--- config.mk ---
export PLATFORM = sky130hd
export DESIGN_NAME = vga_timing_gen
export DESIGN_NICKNAME = d
export VERILOG_FILES = /design/src/rtl/pong_vga_pkg.sv /design/src/rtl/vga_axis_counter.sv /design/src/rtl/vga_timing_gen.sv
export SDC_FILE = /design/constraint.sdc
export NUM_CORES = 1
export LEC_CHECK = 0
export CELL_PAD_IN_SITES_DETAIL_PLACEMENT = 0
export CELL_PAD_IN_SITES_GLOBAL_PLACEMENT = 1
export CORE_AREA = 2 2 53 80
export CTS_CLUSTER_SIZE = 28
export DETAILED_ROUTE_END_ITERATION = 6
export DIE_AREA = 0 0 55 82
export HOLD_SLACK_MARGIN = 0.1
export PLACE_DENSITY = 0.73
export SYNTH_ARGS = -nofsm -noshare
export SYNTH_HDL_FRONTEND = slang
export SYNTH_SLANG_ARGS = --single-unit
--- constraint.sdc ---
create_clock -name clk -period 1.6 [get_ports clk]
set_input_delay 0.16 -clock clk [delete_from_list [all_inputs] [get_ports clk]]
set_output_delay 0.16 -clock clk [all_outputs]
set_load 0.02 [all_outputs]
--- src/rtl/pong_vga_pkg.sv ---
// pong_vga_pkg: shared 640x480@60 VGA timing constants and phase decoding
//   COORD_W         coordinate width shared with the display controller
//   H_* / V_*       default porch/sync/active lengths, H_TOTAL/V_TOTAL derived
//   phase_t         raster phase of one axis
//   decode_phase()  comparator decode of a counter value into its phase
package pong_vga_pkg;
  localparam int COORD_W = 10;
  localparam int H_ACTIVE = 640;
  localparam int H_FP = 16;
  localparam int H_SYNC = 96;
  localparam int H_BP = 48;
  localparam int H_TOTAL = H_ACTIVE + H_FP + H_SYNC + H_BP;
  localparam int V_ACTIVE = 480;
  localparam int V_FP = 10;
  localparam int V_SYNC = 2;
  localparam int V_BP = 33;
  localparam int V_TOTAL = V_ACTIVE + V_FP + V_SYNC + V_BP;
  typedef enum logic [1:0] {PH_ACTIVE, PH_FP, PH_SYNC, PH_BP} phase_t;
  function automatic phase_t decode_phase(input int c, input int act, input int fp, input int sync);
    return (c < act) ? PH_ACTIVE : (c < act + fp) ? PH_FP : (c < act + fp + sync) ? PH_SYNC : PH_BP;
  endfunction
endpackage

--- src/rtl/vga_axis_counter.sv ---
// vga_axis_counter: one raster axis counter with phase decode
//   clk, rst_n   clock, async active-low reset
//   inc          advance the count by one
//   wrap         inc while at the last count (carry into the next axis)
//   count        current position, 0..ACTIVE+FP+SYNC+BP-1
//   in_active    count inside the visible region
//   in_sync      count inside the sync pulse region
module vga_axis_counter
  import pong_vga_pkg::*;
#(
  parameter int ACTIVE = H_ACTIVE,
  parameter int FP = H_FP,
  parameter int SYNC = H_SYNC,
  parameter int BP = H_BP
) (
  input  logic               clk,
  input  logic               rst_n,
  input  logic               inc,
  output logic               wrap,
  output logic [COORD_W-1:0] count,
  output logic               in_active,
  output logic               in_sync
);
  localparam logic [COORD_W-1:0] LAST = COORD_W'(ACTIVE + FP + SYNC + BP - 1);
  phase_t phase;
  assign wrap = inc && count == LAST;
  assign phase = decode_phase(int'(count), ACTIVE, FP, SYNC);
  assign in_active = phase == PH_ACTIVE;
  assign in_sync = phase == PH_SYNC;
  always_ff @(posedge clk or negedge rst_n)
    if (!rst_n) count <= '0;
    else if (inc) count <= (count == LAST) ? '0 : count + COORD_W'(1);
endmodule

--- src/rtl/vga_timing_gen.sv ---
// vga_timing_gen: 640x480@60 VGA raster timing with a registered, sync-aligned pixel output
//   clk, rst_n   clock, async active-low reset
//   pix_ce       pixel clock enable; everything advances only when 1
//   pixval       pixel-on from the display controller (combinational from xpix/ypix)
//   test_mode    only with VGA_TESTPAT_EN: 1 selects a 32-px checkerboard instead of pixval
//   xpix, ypix   current horizontal/vertical counters
//   video_on     current position is visible (undelayed)
//   hsync, vsync sync outputs, one pixel behind xpix/ypix
//   pix_out      registered pixel, aligned with hsync/vsync
//   frame_tick   one-clk pulse when the raster enters (0, V_ACTIVE)
module vga_timing_gen
  import pong_vga_pkg::*;
#(
  parameter int H_ACTIVE = pong_vga_pkg::H_ACTIVE,
  parameter int H_FP = pong_vga_pkg::H_FP,
  parameter int H_SYNC = pong_vga_pkg::H_SYNC,
  parameter int H_BP = pong_vga_pkg::H_BP,
  parameter int V_ACTIVE = pong_vga_pkg::V_ACTIVE,
  parameter int V_FP = pong_vga_pkg::V_FP,
  parameter int V_SYNC = pong_vga_pkg::V_SYNC,
  parameter int V_BP = pong_vga_pkg::V_BP,
  parameter bit SYNC_POL = 1'b0
) (
  input  logic               clk,
  input  logic               rst_n,
  input  logic               pix_ce,
  input  logic               pixval,
`ifdef VGA_TESTPAT_EN
  input  logic               test_mode,
`endif
  output logic [COORD_W-1:0] xpix,
  output logic [COORD_W-1:0] ypix,
  output logic               video_on,
  output logic               hsync,
  output logic               vsync,
  output logic               pix_out,
  output logic               frame_tick
);
  localparam logic [COORD_W-1:0] V_LAST_ACTIVE = COORD_W'(V_ACTIVE - 1);
  logic h_wrap, v_wrap_unused, h_act, v_act, h_in_sync, v_in_sync, pix_src;
  vga_axis_counter #(.ACTIVE(H_ACTIVE), .FP(H_FP), .SYNC(H_SYNC), .BP(H_BP)) u_h (
    .clk(clk), .rst_n(rst_n), .inc(pix_ce), .wrap(h_wrap),
    .count(xpix), .in_active(h_act), .in_sync(h_in_sync)
  );
  vga_axis_counter #(.ACTIVE(V_ACTIVE), .FP(V_FP), .SYNC(V_SYNC), .BP(V_BP)) u_v (
    .clk(clk), .rst_n(rst_n), .inc(h_wrap), .wrap(v_wrap_unused),
    .count(ypix), .in_active(v_act), .in_sync(v_in_sync)
  );
  assign video_on = h_act && v_act;
`ifdef VGA_TESTPAT_EN
  assign pix_src = test_mode ? xpix[5] ^ ypix[5] : pixval;
`else
  assign pix_src = pixval;
`endif
  // h_wrap already implies pix_ce, so the tick fires on the edge that loads (0, V_ACTIVE)
  always_ff @(posedge clk or negedge rst_n)
    if (!rst_n) begin
      hsync <= ~SYNC_POL;
      vsync <= ~SYNC_POL;
      pix_out <= 1'b0;
      frame_tick <= 1'b0;
    end else begin
      frame_tick <= h_wrap && ypix == V_LAST_ACTIVE;
      if (pix_ce) begin
        hsync <= h_in_sync ? SYNC_POL : ~SYNC_POL;
        vsync <= v_in_sync ? SYNC_POL : ~SYNC_POL;
        pix_out <= pix_src & video_on;
      end
    end
endmodule
; After elaboration in Yosys (flattened, before gate mapping)
; Index checks and enable logic that the tools add are counted.
[op_classes]
n_lt_le_gt_ge = 6
div_mod_pow = 0
n_reduce_logical = 5
mux = 10
bitwise = 1
add_sub_neg = 2
shift = 0
multipliers = 0
eq_ne = 5
[ops]
columns = op, n
row1 = $lt A10 B10 Y1 const B, 3
row2 = $lt A10 B9 Y1 const B, 3
row3 = $add A10 B1 Y10 const B, 2
row4 = $eq A10 B10 Y1 const B, 2
row5 = $mux W10, 2
row6 = $eq A10 B9 Y1 const B, 1
row7 = $mux W2, 4
row8 = $eq A2 B2 Y1 const B, 2
row9 = $logic_not A2 Y1, 2
row10 = $mux W1, 4
row11 = $logic_and A1 B1 Y1, 3
row12 = $and A1 B1 Y1, 1
[totals]
ramBits = 0
rom_bits = 0
in_bits = 4
output_inout_bits = 25
elab_cells = 35
latch_bits = 0
reg_bits = 24
mem_count = 0

; Logic depth before layout (Yosys ltp)
; Gate-level depths: netlist of run 1.
[logic_depth]
depth_word = 7
ltp_mapped = 6
ltp_nobuf = 6

; By module
; A second synthesis of run 1 with hierarchy kept.
[unflattened]
cells_unflattened = 134
hier_area_um2 = 1283.7
[modules_own_cells]
columns = mod, cells_each, instances, area_per_inst_um2, seq_area_each_um2
row1 = vga_axis_counter (u_v), 60, 1, 570.5, 250.2
row2 = vga_axis_counter (u_h), 58, 1, 529.3, 250.2
row3 = vga_timing_gen, 16, 1, 183.9, 102.6

; Worst setup path before layout of run 1
; No wires, ideal clock.
[synth_path]
path_type = reg-to-reg
start = reg u_h.count[1]
end = reg u_v.count[4]
path_stages_with_launch = 6
setup_slack_ns = -0.074
period_less_slack_ns = 1.674
arrival_ns = 1.547
setup_time_ns = 0.128
path_buffers = 0
required_time_ns = 1.472
cell_sequence = dfrtp_1 ha_1 nand4_2 nor3_4 nand4_1 mux2_1
[synth_via]
elab_chain_cells = 2
[synth_rtl]
columns = item, line
row1 = "start, declared", vga_axis_counter.sv:20  ; output logic [COORD_W-1:0] count,
row2 = "start signal, assigned", vga_axis_counter.sv:32  ; else if (inc) count <= (count == LAST) ? '0 : count + COORD_W'(1);
row3 = $eq A10 B10 Y1, vga_axis_counter.sv:26  ; assign wrap = inc && count == LAST;
row4 = $logic_and A1 B1 Y1, vga_axis_counter.sv:26
row5 = "end signal, assigned", vga_axis_counter.sv:32
row6 = "end, declared", vga_axis_counter.sv:20
; Every way passes these cells.
; A chain may end at the register's enable or synchronous reset.

; Final worst setup path of run 1
[layout_path]
start = reg u_v.count[5]
end = reg u_v.count[4]
[layout_via]
elab_chain_cells = 2
[layout_rtl]
columns = item, line
row1 = $eq A10 B10 Y1, vga_axis_counter.sv:32
row2 = $mux W10, vga_axis_counter.sv:32
; Every way passes these cells.

==> results of run 1 <==
==> metrics by stage <==
| step | setup slack (ps) | setup TNS, ps | power (mW) | hold slack, ps |
|---|---|---|---|---|
| final | -37.3 | -45.5 | 1.69 | 242 |
| after detailed placement | -128 | -875 | 1.33 | 486 |
| after global placement | -74.1 | -423 | 1.32 | 480 |
| after CTS | 0.895 | 0 | 1.70 | 253 |
| after floorplan | 8.51 | 0 | 1.07 | -136 |
| after global routing | -90.3 | -286 | 1.79 | 285 |
==> metal layers <==
| layer | vias to the layer above | track usage | wire length [um] |
|---|---|---|---|
| li1 | 577 | - | - |
| met1 | 569 | 0.220 | 1410 |
| met2 | 25 | 0.275 | 1700 |
| met3 | 5 | 0.0127 | 99 |
| met4 | 0 | 0.0732 | 70 |
| met5 | - | 0 | 0 |
==> power by group <==
part / leakage [nW] / switching [mW] / internal [mW]
clock: 0.0228 / 0.196 / 0.178
combinational: 0.656 / 0.296 / 0.270
sequential: 0.295 / 0.0763 / 0.676
==> flip-flops by register name, summed over array words and instances, names as in the netlist <==
signal,cells
frame_tick,1
u_h.count,10
pix_out,1
hsync,1
u_v.count,10
vsync,1
==> placed cells by master, fill, tap and decap left out, types with 2 or more instances in the layout <==
| cell | synthesis | routed |
|---|---|---|
| nand2_1 | 13 | 13 |
| o21ai_1 | 0 | 2 |
| and3_1 | 2 | 2 |
| buf_4 | 1 | 37 |
| dfrtp_2 | 0 | 6 |
| dfstp_2 | 2 | 2 |
| clkbuf_8 | 0 | 3 |
| dlymetal6s2s_1 | 0 | 5 |
| nor2_1 | 9 | 9 |
| nand4_1 | 6 | 6 |
| nor4_4 | 0 | 2 |
| xnor2_1 | 6 | 6 |
| nor3_1 | 4 | 3 |
| clkdlybuf4s50_1 | 0 | 20 |
| nand3_1 | 5 | 5 |
| o22ai_1 | 2 | 2 |
| o21ai_0 | 6 | 4 |
| inv_1 | 6 | 6 |
| nor2b_1 | 2 | 2 |
| o21a_1 | 4 | 4 |
| buf_6 | 1 | 2 |
| xor2_1 | 4 | 4 |
| dfrtp_1 | 22 | 16 |
==> cells by family after synthesis <==
family | after synthesis | share of synthesized area
AO/OA/AOI/OAI | 19 | 0.105
XOR/XNOR | 10 | 0.0692
adder cells (fa/ha/maj) | 3 | 0.0296
buffers and inverters | 11 | 0.0425
flip-flops | 24 | 0.476
multiplexers | 3 | 0.0247
AND/OR/NAND/NOR | 54 | 0.253
==> final cells by class <==
type,count,share of cell area
Clock buffer,4,0.0226
Inverter,6,0.0113
Timing Repair Buffer,66,0.289
Sequential cell,24,0.306
Multi-Input combinational cell,89,0.343
Tap cell,45,0.0282
==> Yosys cell counts, drive strengths merged (2+ instances only) <==
library cell and n:
and3 2, o21a 4, inv 6, nand2 13, ha 3, buf 3, mux2i 2, dfrtp 22
nor2b 2, nor4 3, o21ai 6, clkbuf 2, nand3 5, o22ai 2, nand4b 2, nor2 9
xor2 4, xnor2 6, nand2b 2, nor3 5, nand4 7, dfstp 2
==> critical path: stages, from the launching register on <==
cell	delay [ps]
dfrtp_1	410
or3b_4	420
nor4_4	320
nor2_1	100
mux2_4	280
==> worst paths after layout <==
path	to	slack, ps
max in group asynchronous	hsync	1070
hold / removal	u_v.count[1]	240
setup / recovery	u_v.count[4]	-40
hold reg to reg	vsync	500
setup reg to reg	u_v.count[4]	-40
min in group clk	vsync	500
==> repair_timing <==
action | 4_1_cts | 5_1_grt
cloned | 0 | 0
buffers inserted | 4 | 5
pin swaps | 2 | 3
setup endpoints to repair | 5 | 17
resized for setup | 9 | 16
hold endpoints to repair | 0 | 0
==> qor.csv, run 1 <==
stage,metric,value,unit
grt,largest net degree at the start of global routing,25,
worst_setup_path,reg2reg start,u_v.count[5],
worst_setup_path,Startpoint Class,flip-flop,
worst_setup_path,CP Capture Type,flip-flop,
yosys,post-synth top area cell,dfrtp_1,
clock_tree,worst-skew pair later-pin latency,270,ps
worst_setup_path,crit path from,u_v.count[5],
hold_path,HP Class,input port to async pin,
yosys,"Async S/R FF share, synth",1.00,
worst_setup_path,CP Class,flip-flop to flip-flop,
worst_setup_path,CP required,1760,ps
timing,final setup vio count,2,
yosys,Synth area leaders,"dfrtp_1 43%, dfstp_2 4.2%, xnor2_1 4.2%",
cells_and_area,Reg area,611,sq um
power,Cell Pwr Density,847,nW/um^2
yosys,Netlist Area Pre-Place,1270,sq um
run_status,failing checks,negative setup slack,
clock_tree,CTS tree,yes,
timing,fin crit period,1640,ps
placement,IO Port Bufs,28,
placement,RePlAce Congestion,0.808,
clock_tree,CTS buffer count,3,
die,Core Region,3850,sq um
grt,gr usage total,0.167,
cells_and_area,fin area,2000,sq um
die,Die Y,82,um
timing,final hold vios,0,
cells_and_area,synthesis-to-finish area growth,57.6,%
yosys,Post-synth top flop,dfrtp_1,
grt,vias in the first global route,1170,
die,Core Rows,28,
yosys,Ys Warns,0,
cells_and_area,area taken by multi-input logic gates,684,sq um
timing,clk_skew,1.83,ps
timing,Max Fclk,611,MHz
grt,initial antenna violation count,0,
yosys,sequential area share after synthesis,0.476,
placement,area post-placement,1830,sq um
cells_and_area,final core occ,0.518,
timing,Tcrit/Tclk final,1.02,
die,initial core utilization,0.329,
yosys,Mapped Nets,131,
timing,RSZ-0062 raised after global routing,true,
run_status,status,"finished, violations left",
yosys,Synth Instances,124,
yosys,Post-synth EDFFs,0,
job,total of max-cap violations,0,
power,leakage,0.974,nW
worst_setup_path,R2R depth,4,
timing,Max Slew Vio Count,0,
timing,setup slack after layout,-37.3,ps
placement,placed insts,221,
timing,Rel. slew slack,0.727,
worst_setup_path,CP max FO,4,
clock_tree,hold buffer count at cts,0,
clock_tree,Clock Path Buffers,2,
clock_tree,Clock transition at path regs,80,ps
detailed_routing,post-DR wirelength/cell,14.0,um
yosys,post-synth cell types,40,
cells_and_area,Final Instance Count excl. Fillers,234,
detailed_routing,Routed Wire Length,3.28,mm
detailed_routing,Starting DRT DRC Count,28,
power,Peak VDD IR,0.580,mV
cells_and_area,antenna diode count,0,
worst_setup_path,WP data arrival,1790,ps
clock_tree,CTS root buffer,clkbuf_8,
die,Chip Width,55,um
detailed_routing,Via density,5.03,
yosys,register bit count reported by yosys,24,
timing,measured slew at the worst slew-check pin,404,ps
yosys,syn avg cell area,10.2,sq um
clock_tree,Num Clock Sinks,24,
detailed_routing,Final ANT Viol Nets,0,
grt,grt ovf,0,
detailed_routing,vias,1176,
yosys,Synth top area share,0.435,
placement,DPL Wire Length,2.38,mm
grt,first-pass GRT wire length,5.49,mm
detailed_routing,DR DRC count,0,
detailed_routing,total iterations of the first detailed-routing run,4,
clock_tree,H-Tree Depth,1,
die,Ports,29,
cells_and_area,number of nets in the layout,197,
die,die area,4510,sq um
cells_and_area,Layout fillers,377,
cells_and_area,layout cells sized above 1,0.344,
(Power assumes the default switching activity.)
==> run 2, diff against run 1 <==
ABC_AREA = 1   (was not set)
CORE_AREA = 2 2 52 79   (was 2 2 53 80)
DIE_AREA = 0 0 54 81   (was 0 0 55 82)
PLACE_DENSITY = 0.81   (was 0.73)
clock period = 1.9 ns   (was 1.6 ns; I/O delays follow)
==> run 2 against run 1 <==
Clock power down 6.7%; clock skew grew 1.9 ps; synthesized area grew 10%; combinational power fell by 5.5%; the flow now finishes without violations; global-route usage about the same.
==> qor.csv, run 2 <==
stage,metric,value,unit,change
run_status,status,completed,,
clock_tree,Clock Path Buffers,2,,unchanged
cells_and_area,"most common cell after layout, fill and taps aside",nand2_1,,
clock_tree,CTS buffer count,3,,unchanged
timing,Rel. slew slack,0.781,,+0.0536
power,Peak VDD IR,0.414,mV,-29%
timing,measured slew at the worst slew-check pin,329,ps,-74.7 ps
detailed_routing,post-DR wirelength/cell,12.4,um,-12%
cells_and_area,layout cells sized above 1,0.0955,,-0.248
placement,Setup WS pre-CTS,289,ps,+417 ps
cells_and_area,Reg area,603,sq um,-1.2%
hold_path,HP Class,input port to async pin,,
detailed_routing,DR DRC count,0,,unchanged
clock_tree,hold buffer count at cts,0,,unchanged
detailed_routing,Starting DRT DRC Count,34,,+21%
grt,grt ovf,0,,unchanged
yosys,Synth area leaders,"dfrtp_1 39%, nand2_1 14%, inv_1 7.0%",,
timing,Max Slew Vio Count,0,,unchanged
cells_and_area,number of nets in the layout,228,,+16%
timing,clk_skew,3.68,ps,+1.85 ps
detailed_routing,total iterations of the first detailed-routing run,4,,unchanged
detailed_routing,Routed Wire Length,3.28,mm,unchanged
grt,initial antenna violation count,0,,unchanged
detailed_routing,Via density,4.81,,-4.3%
clock_tree,H-Tree Depth,1,,unchanged
yosys,synth cell count leaders,"51 x nand2_1, 26 x inv_1, 22 x dfrtp_1",,
worst_setup_path,CP max FO,5,,+1
clock_tree,CTS tree,yes,,
placement,IO Port Bufs,28,,unchanged
grt,first-pass GRT wire length,5.41,mm,-1.4%
worst_setup_path,CP required,1710,ps,-50 ps
timing,Tcrit/Tclk final,0.883,,
die,Core Rows,28,,unchanged
cells_and_area,most frequent cells in the layout,"51 x nand2_1, 27 x clkdlybuf4s50_1, 26 x inv_1",,
worst_setup_path,Startpoint Class,flip-flop,,
cells_and_area,synthesis-to-finish area growth,28.5,%,
yosys,"count leader, synth",nand2_1,,
timing,final setup vio count,0,,-2
yosys,Synth Instances,187,,+51%
die,Core Region,3780,sq um,-1.8%
timing,final hold vios,0,,unchanged
placement,DPL Wire Length,2.50,mm,+5.1%
grt,largest net degree at the start of global routing,25,,unchanged
yosys,Mapped Nets,194,,+48%
timing,setup TNS,0,ps,+45.5 ps
yosys,"Async S/R FF share, synth",1.00,,unchanged
grt,vias in the first global route,1248,,+6.7%
yosys,Ys Warns,0,,unchanged
yosys,syn avg cell area,7.47,sq um,-27%
cells_and_area,Layout fillers,393,,+4.2%
worst_setup_path,WP data arrival,1490,ps,-300 ps
clock_tree,Num Clock Sinks,24,,unchanged
detailed_routing,vias,1274,,+8.3%
yosys,Netlist Area Pre-Place,1400,sq um,+10%
timing,RSZ-0062 raised after global routing,false,,
die,initial core utilization,0.369,,+0.0408
yosys,post-synth top area cell,dfrtp_1,,
timing,fin crit period,1680,ps,
timing,setup slack after layout,221,ps,+259 ps
placement,area post-placement,1730,sq um,-5.4%
power,Cell Pwr Density,871,nW/um^2,+2.8%
yosys,post-synth cell types,25,,-38%
cells_and_area,area taken by multi-input logic gates,651,sq um,-4.9%
worst_setup_path,R2R depth,8,,+4
yosys,sequential area share after synthesis,0.432,,-0.0448
placement,RePlAce Congestion,0.842,,+4.1%
cells_and_area,biggest regs,"u_h.count (10), u_v.count (10)",,
clock_tree,worst-skew pair later-pin latency,270,ps,about the same
die,Chip Width,54,um,-1.8%
die,Die Y,81,um,-1.2%
yosys,register bit count reported by yosys,24,,unchanged
worst_setup_path,CP Capture Type,output port,,
detailed_routing,Final ANT Viol Nets,0,,unchanged
clock_tree,CTS root buffer,clkbuf_8,,
yosys,Synth top area share,0.394,,-0.0409
yosys,Post-synth EDFFs,0,,unchanged
timing,Max Fclk,596,MHz,
die,die area,4370,sq um,-3.0%
power,leakage,0.864,nW,-11%
grt,gr usage total,0.168,,+0.000448
cells_and_area,fin area,1800,sq um,-10%
power,Total Power,1.56,mW,-7.5%
clock_tree,Clock transition at path regs,90,ps,about the same
worst_setup_path,CP Class,flip-flop to output port,,
yosys,Post-synth top flop,dfrtp_1,,
job,total of max-cap violations,0,,unchanged
cells_and_area,antenna diode count,0,,unchanged
die,Ports,29,,unchanged
run 2: changes by cell type after synthesis, moves of 3 or more:
cell	before	now
nand2_1	13	51
inv_1	6	26
nand3_1	5	17
nor2_1	9	18
xnor2_1	6	1
o21ai_1	0	4
nor2_4	0	3
o21a_1	4	1
o21ai_0	6	9
run 2: cell type report:
| type | count | area share |
|---|---|---|
| timing repair buffer | 34 | 0.180 |
| clock buffer | 4 | 0.0307 |
| multi-input combinational | 130 | 0.362 |
| tap | 45 | 0.0314 |
| inverter | 28 | 0.0592 |
| sequential | 24 | 0.336 |
run 2: kinds of logic (layout without fill, tap and decap cells):
kind of cell / count (synthesis) / count (layout) / share of synthesized area
AO/OA/AOI/OAI: 16 / 16 / 0.0618
buffers and inverters: 33 / 66 / 0.103
XOR/XNOR: 5 / 5 / 0.0313
AND/OR/NAND/NOR: 106 / 106 / 0.346
adder cells (fa/ha/maj): 3 / 3 / 0.0269
flip-flops: 24 / 24 / 0.432
run 2: what timing repair did:
action	4_1_cts	5_1_grt
buffers inserted	1	0
gates resized for setup	1	0
endpoints found under the setup margin	1	0
run 2: per-stage QoR:
step / hold slack, ps / utilization / cells
final: 275 / 0.475 / 265
after global placement: 462 / 0.458 / 260
after detailed placement: 462 / 0.458 / 260
after floorplan: -106 / - / 187
after global routing: 297 / 0.475 / 265
after CTS: 279 / 0.475 / 265
run 2: metal layers:
layer  track usage  vias up  wire length, um
met3        0.0257        8               89
met4        0.0775        0               94
li1              -      656                -
met5             0        -                0
met2         0.298       23             1780
met1         0.190      587             1310
run 2: worst paths after layout:
| path | startpoint | to | slack (ps) |
|---|---|---|---|
| worst max-delay path | u_v.count[8] | video_on | 220 |
| worst min-delay path | rst_n | u_h.count[2] | 270 |
| worst max register to register | u_h.count[0] | u_v.count[3] | 350 |
| worst min register to register | vsync | vsync | 470 |
| max in group asynchronous | rst_n | hsync | 1330 |
| min in group clk | vsync | vsync | 470 |
run 2: power by group:
part           switching (mW)  leakage [nW]  total, mW  internal, mW
logic                   0.296         0.555      0.534         0.238
registers              0.0911         0.280      0.681         0.590
clock network           0.164        0.0288      0.349         0.185
run 2: worst max-delay path, stage by stage (launching register included):
cell           delay, ps
dfrtp_1              430
nand2_1               90
nor3_1               190
nand2_1               80
nand4_1               90
inv_1                 40
dlygate4sd2_1        310
